File: src/rtl/jtbubl_snd_comm.sv
// Sound-CPU side of the main<->sound command channel: command latch with pending flag and NMI,
// reply latch with a timed strobe, and a synchronised, stretched sound-CPU reset.
module jtbubl_snd_comm #(
  parameter int STB_W = 4,
  parameter int RST_W = 16
) (
  input  logic       clk24,
  input  logic       rst,
  input  logic [7:0] snd_latch,
  input  logic       snd_stb,
  input  logic       main_flag,
  input  logic       snd_rstn,
  input  logic       cs,
  input  logic [1:0] addr,
  input  logic       rd_n,
  input  logic       wr_n,
  input  logic [7:0] din,
  output logic [7:0] dout,
  output logic [7:0] main_latch,
  output logic       main_stb,
  output logic       snd_flag,
  output logic       snd_nmi_n,
  output logic       snd_cpu_rstn
);

  typedef enum logic [1:0] {HOLD, STRETCH, RUN} st_t;

  st_t        r_st, w_st_nxt;
  logic       r_rsn_s1, r_rsn_s2;
  logic [7:0] r_rcnt;
  logic       w_run;

  logic       r_stb_l, r_wr_l, r_rd_l, r_rd_a0;
  logic       r_flag, r_nmi_en, r_nmi_n;
  logic [7:0] r_dout, r_main_latch, w_rd_mux;
  logic [3:0] r_scnt;
  logic       w_wr, w_rd, w_wr_ev, w_rd_end, w_stb_rise;

  // Reset FSM: state register, stretch counter and synchroniser
  always_ff @(posedge clk24 or posedge rst) begin
    if (rst) begin
      r_st     <= HOLD;
      r_rsn_s1 <= 1'b0;
      r_rsn_s2 <= 1'b0;
      r_rcnt   <= 8'd0;
    end else begin
      r_rsn_s1 <= snd_rstn;
      r_rsn_s2 <= r_rsn_s1;
      r_st     <= w_st_nxt;
      if (r_st == HOLD && r_rsn_s2)  r_rcnt <= 8'(RST_W);
      else if (r_st == STRETCH)      r_rcnt <= r_rcnt - 8'd1;
    end
  end

  always_comb begin
    w_st_nxt = r_st;
    case (r_st)
      HOLD:    if (r_rsn_s2) w_st_nxt = STRETCH;
      STRETCH: if (!r_rsn_s2) w_st_nxt = HOLD;
               else if (r_rcnt == 8'd1) w_st_nxt = RUN;
      RUN:     if (!r_rsn_s2) w_st_nxt = HOLD;
      default: w_st_nxt = HOLD;
    endcase
  end

  always_comb begin
    w_run        = (r_st == RUN);
    snd_cpu_rstn = w_run;
  end

  // CPU strobes are ignored outside RUN so a held-in-reset Z80 cannot touch state
  assign w_wr       = cs & ~wr_n & w_run;
  assign w_rd       = cs & ~rd_n & w_run;
  assign w_wr_ev    = w_wr & ~r_wr_l;
  assign w_rd_end   = ~w_rd & r_rd_l & w_run;
  assign w_stb_rise = snd_stb & ~r_stb_l;

  always_comb begin
    case (addr)
      2'd0:    w_rd_mux = snd_latch;
      2'd1:    w_rd_mux = {6'h3F, main_flag, r_flag};
      default: w_rd_mux = 8'hFF;
    endcase
  end

  always_ff @(posedge clk24 or posedge rst) begin
    if (rst) begin
      r_stb_l      <= 1'b0;
      r_wr_l       <= 1'b0;
      r_rd_l       <= 1'b0;
      r_rd_a0      <= 1'b0;
      r_flag       <= 1'b0;
      r_nmi_en     <= 1'b0;
      r_nmi_n      <= 1'b1;
      r_dout       <= 8'hFF;
      r_main_latch <= 8'h00;
      r_scnt       <= 4'd0;
    end else begin
      r_stb_l <= snd_stb;
      r_wr_l  <= w_wr;
      r_rd_l  <= w_rd;
      if (w_rd) r_rd_a0 <= (addr == 2'd0);
      r_dout  <= w_rd ? w_rd_mux : 8'hFF;
      // set has priority so a command arriving during the ack is never lost
      if (w_stb_rise)
        r_flag <= 1'b1;
      else if ((w_rd_end && r_rd_a0) || (w_wr_ev && addr == 2'd3))
        r_flag <= 1'b0;
      if (!w_run)                          r_nmi_en <= 1'b0;
      else if (w_wr_ev && addr == 2'd1)    r_nmi_en <= 1'b1;
      else if (w_wr_ev && addr == 2'd2)    r_nmi_en <= 1'b0;
      r_nmi_n <= ~(r_nmi_en & r_flag);
      if (w_wr_ev && addr == 2'd0) begin
        r_main_latch <= din;
        r_scnt       <= 4'(STB_W);
      end else if (!w_run)
        r_scnt <= 4'd0;
      else if (r_scnt != 4'd0)
        r_scnt <= r_scnt - 4'd1;
    end
  end

  assign dout       = r_dout;
  assign main_latch = r_main_latch;
  assign main_stb   = w_run && (r_scnt != 4'd0);
  assign snd_flag   = r_flag;
  assign snd_nmi_n  = r_nmi_n;

endmodule

File: config.mk
export PLATFORM = sky130hd
export DESIGN_NAME = jtbubl_snd_comm
export DESIGN_NICKNAME = d
export VERILOG_FILES = /design/src/rtl/jtbubl_snd_comm.sv
export SDC_FILE = /design/constraint.sdc
export NUM_CORES = 1
export LEC_CHECK = 0
export CAP_MARGIN = 30
export CORE_UTILIZATION = 45
export CTS_CLUSTER_SIZE = 25
export DETAILED_ROUTE_END_ITERATION = 10
export HOLD_SLACK_MARGIN = 0.05
export PLACE_DENSITY = 0.75
export SETUP_SLACK_MARGIN = 0.1
export SLEW_MARGIN = 20
export SYNTH_ARGS = -nofsm -noshare
export SYNTH_HDL_FRONTEND = slang
export SYNTH_SLANG_ARGS = --single-unit
File: constraint.sdc
create_clock -name clk24 -period 4 [get_ports clk24]
set_input_delay 0.6 -clock clk24 [delete_from_list [all_inputs] [get_ports clk24]]
set_output_delay 0.6 -clock clk24 [all_outputs]
set_load 0.1 [all_outputs]
Word-level counts from Yosys, hierarchy flattened
Index checks and enable logic that the tools add are counted.
- shift-type cells: 0
- reduce and logical (&&, ||, !) cells: 14
- multiplexer cells: 17
- order comparisons: 0
- $mul: 0
- $add $sub $neg: 2
- bitwise gates (word level): 15
- eq/ne operators: 11
- div/mod/pow operators: 0
- operators with widths (cell ; number):
    2-to-1 mux 8 bit ; 3
    one-hot mux 8 bit (2 select lines) ; 1
    2-to-1 mux 4 bit ; 3
    bitwise AND 1 bit ; 9
    equality test 8 x 1 -> 1 bit (second input constant) ; 1
    2-to-1 mux 2 bit ; 4
    subtractor 8 x 1 -> 8 bit (second input constant) ; 1
    logical AND 1 bit ; 7
    equality test 2 bit (second input constant) ; 3
    inequality test 3 x 1 -> 1 bit (second input constant) ; 2
    inverter 1 bit ; 6
    one-hot mux 2 bit (3 select lines) ; 1
    2-to-1 mux 1 bit ; 5
    equality test 2 x 1 -> 1 bit (second input constant) ; 2
    logical NOT 2 bit ; 2
    inequality test 2 bit (second input constant) ; 2
    nonzero test 2 bit ; 2
    nonzero test 4 bit ; 1
    subtractor 4 x 1 -> 4 bit (second input constant) ; 1
    inequality test 3 x 2 -> 1 bit (second input constant) ; 1
    AND reduction 3 bit ; 1
    logical OR 1 bit ; 1
- output and inout port bits: 20
- register bits after elaboration: 39
- bits in read-only memories: 0
- logic and storage cells: 73
- memories: 0
- bits in writable memories: 0
- bits in latches: 0

Longest topological paths before layout
- word-level depth: 10
- depth in mapped cells: 6

Worst setup path before layout
No wires, ideal clock.
- path kind: register -> output
- start: register r_st[0]
- end: output main_stb
- arrival: 2225 ps
- stages on the path, launching flop included: 5
- path slack: 1175 ps
- cells stage by stage: dfrtp_1 nand2b_1 buf_2 inv_1 and2_1
- word-level cells in the longest chain between the ends: 2
- ends and longest elaborated chain (what ; RTL line ; RTL):
    start: declaration ; 28 ; st_t r_st, w_st_nxt;
    start signal: assignment ; 49 ; r_st <= w_st_nxt;
    equality test 2 bit ; 67 ; w_run = (r_st == RUN);
    via snd_cpu_rstn ; 23 ; output logic snd_cpu_rstn
    logical AND 1 bit ; 125 ; assign main_stb = w_run && (r_scnt != 4'd0);
    end: declaration ; 20 ; output logic main_stb,
The timed path passes the listed nets, and every way through them passes these cells.

Worst setup path in the final report
- start: register r_scnt[0]
- end: output main_stb
- word-level cells in the longest chain between the ends: 2
- ends and longest elaborated chain (what ; RTL line ; RTL):
    start: declaration ; 36 ; logic [3:0] r_scnt;
    start signal: assignment ; 115 ; r_scnt <= 4'(STB_W);
    start signal: assignment ; 119 ; r_scnt <= r_scnt - 4'd1;
    nonzero test 4 bit ; 125 ;
    logical AND 1 bit ; 125 ;
Every way passes these cells.

==> run summary <==
Required time of the worst setup path - 3.40 ns
Asr flop ratio synth - 1.00
Antenna violations before repair - 0
Switching portion of total power - 0.274
Die area - 4020 sq um
CP startpoint kind - flop
Placed insts - 230
Layout cell share with drive strength beyond 1 - 0.214
# Post-CTS Setup Buffers - 0
Hold worst-path end - r_rsn_s2
Post-synth top cells - dfrtp_1 (30), nand2_1 (10), dfstp_2 (9), inv_1 (9), mux2_2 (8)
Final HPWL DP - 2460 um
Cell accounting for the most synthesized area - dfrtp_1
Synthesis-stage register bit count - 39
Layout overhead on the synthesized area - 36.6%
R2r endpoint - dout[2]
Seq/Total Area, Yosys - 0.582
Post-synthesis xor/xnor area fraction - 0.0103
Die Wd - 63.4 um
Area of the multi-input gates - 662 sq um
Starting Density - 0.489
Tcrit/Tclk final - 0.800
Synthesized area - 1700 sq um
Largest net degree at the start of global routing - 37
Worst slew pin tran - 0.986 ns
Max Transition Viols Final - 0
LEAKAGE - 1.01 nW
Fill cells - 276
Total Wirelength - 3230 um
Post-Syn Nets - 171
Flop pwr share - 0.475
I/O Pins - 46
Primary FF master, synth - dfrtp_1
Post-CTS Resized - 0
Final hold vios - 0
Total GRT Usage - 0.185
Post-route insts no fill - 238
Worst Path Max Fanout - 5
Status - complete, no violations
Power Internal - 0.727 mW
Top post-synthesis cells by area - dfrtp_1 (44%), dfstp_2 (14%), mux2_2 (5.3%)
CP endpoint kind - output port
Critical path class - flop to output port
Die Y - 63.4 um
Core Region - 3470 sq um
Crit path time final - 3.20 ns
Class of the worst hold path - flop to flop
Inserted Diodes - 0
Yosys top cell area share - 0.443
Adder-cell area share of the yosys netlist - 0.0295
Synth unique cells - 41
Hold Buf Count CTS - 0
Slew HR - 0.341
Routability cong. - 0.803
FF+latch area - 987 sq um
Vias in the first global route - 1,291
Clock power frac - 0.325
Htree depth - 2
Mux share of post-synthesis cell area - 0.0768
Final nets - 221
Largest family of logic cells by synthesized area - simple AND/OR/NAND/NOR gates
Switch Pwr - 0.274 mW
Core Rows - 21
Syn Area/Cell - 12.0 sq um
HP Start - r_rsn_s1
Register-to-Register Path Depth - 3
Antenna viol nets, final - 0
VDD IR max - 0.293 mV
Clock transition at path regs - 0.07 ns
RR Startpoint - r_st[0]
CTS Buf Count - 5
Top-count cell post-synth - dfrtp_1
Vias per cell - 5.12
RSZ-0062 raised after global routing - no
Max Freq - 0.313 GHz
Global-route wire length before repair - 5750 um
Synth Area in Simple Gates - 0.182
Yosys warns - 0
Post-Synthesis Cells - 141
Max clock buf depth - 2
TritonCTS clock tree - yes
DR vias - 1,218
CP Data Arrival Time - 2.60 ns
Drt wl/cell - 13.6 um
# setup viols final - 0
DR pass1 iterations - 4
Initial drt markers - 41
Max-cap viol count - 0
Clk_skew - 0.00434 ns
Clk sinks - 39
Setup slack, reg-to-reg - 2.31 ns
Input/output buffers - 45
Post-route cell area - 2320 sq um
Post-synth EDFFs - 0
Root Driver - clkbuf_8
Pwr dens - 432 nW/um^2
Cell area after placement - 2200 sq um
GRT overflow - 0
DRC - 0
Fin Setup TNS - 0 ns
Compound-Gate Fraction of Synth Area - 0.0923
Hold-critical path depth - 0
Clock Latency Late Sink - 0.27 ns
Combinational power share - 0.200
routing by layer:
layer	share of wire	up-vias	global-route usage
li1	-	602	-
met1	0.43	582	0.230
met2	0.51	32	0.301
met3	0.052	2	0.0489
met4	0.0059	0	0.0824
met5	0	-	0
cell usage in the layout (no fill, tap or decap), types with 2 or more instances in the layout:
cell,instances
a22o_1,2
o31ai_1,2
nor3_1,2
nand3_1,4
or3_1,2
o311ai_0,2
dfrtp_1,30
nor2_1,7
or2_2,7
or4_4,2
inv_1,9
nor3b_1,2
ha_1,4
mux2i_1,4
o21ai_0,4
clkbuf_8,6
nand2b_1,5
dfstp_2,9
clkdlybuf4s50_1,45
or4_1,2
mux2_2,8
nand2_1,10
or3b_2,2
o41ai_1,2
critical path: stages, from the launching register on:
cell	delay [ns]
dfrtp_1	0.41
inv_1	0.10
ha_1	0.17
or3b_2	0.51
and2_1	0.18
clkdlybuf4s50_1	0.96
per-stage QoR:
step,util,worst slack [ns],total power [mW],hold WS (ns)
floorplan,-,1.18,0.614,0.331
detailed placement,0.634,1.09,0.684,0.340
finish,0.668,0.800,1.00,0.351
global route,0.668,0.714,1.05,0.370
global placement,0.634,1.15,0.673,0.333
CTS,0.668,0.778,1.01,0.356
logic make-up after synthesis:
group / after synthesis
buffers and inverters: 12
xor gates and xnor gates: 2
DFF: 39
adders and majority gates: 4
AOI/OAI and AO/OA: 21
muxes: 12
and+or+nand+nor: 51
how the worst max path moves through the flow:
| stage | start | to | slack, ns | cells after the start |
|---|---|---|---|---|
| after floorplan | r_st[0] | main_stb | 1.18 | 4 |
| after global placement | r_scnt[0] | main_stb | 1.15 | 5 |
| after detailed placement | r_scnt[0] | main_stb | 1.09 | 5 |
| after CTS | r_scnt[0] | main_stb | 0.78 | 5 |
| after global routing | r_scnt[0] | main_stb | 0.71 | 5 |
| final | r_scnt[0] | main_stb | 0.80 | 5 |
sequential cells by signal, summed over array words and instances (netlist names):
register and flops:
dout 8, main_latch 8, r_nmi_en 1, r_rcnt 8, r_rd_a0 1, r_rd_l 1, r_rsn_s1 1, r_rsn_s2 1
r_scnt 4, r_st 2, r_stb_l 1, r_wr_l 1, snd_flag 1, snd_nmi_n 1
layout make-up:
| class | count | area share |
|---|---|---|
| clock buffers | 6 | 0.0357 |
| clock inverters | 2 | 0.0151 |
| inverters | 9 | 0.0146 |
| multi-input cells | 90 | 0.286 |
| flip-flops and latches | 39 | 0.426 |
| well taps | 46 | 0.0249 |
| repair buffers | 46 | 0.198 |
power groups by stage:
stage | registers [mW] | clock network, mW | logic [mW]
2_1_floorplan | 0.497 | 0 | 0.117
3_3_place_gp | 0.480 | 0 | 0.193
3_5_place_dp | 0.481 | 0 | 0.203
4_1_cts | 0.475 | 0.335 | 0.203
5_1_grt | 0.483 | 0.348 | 0.221
6_report | 0.475 | 0.326 | 0.200
Power figures use the tool's default switching activity.
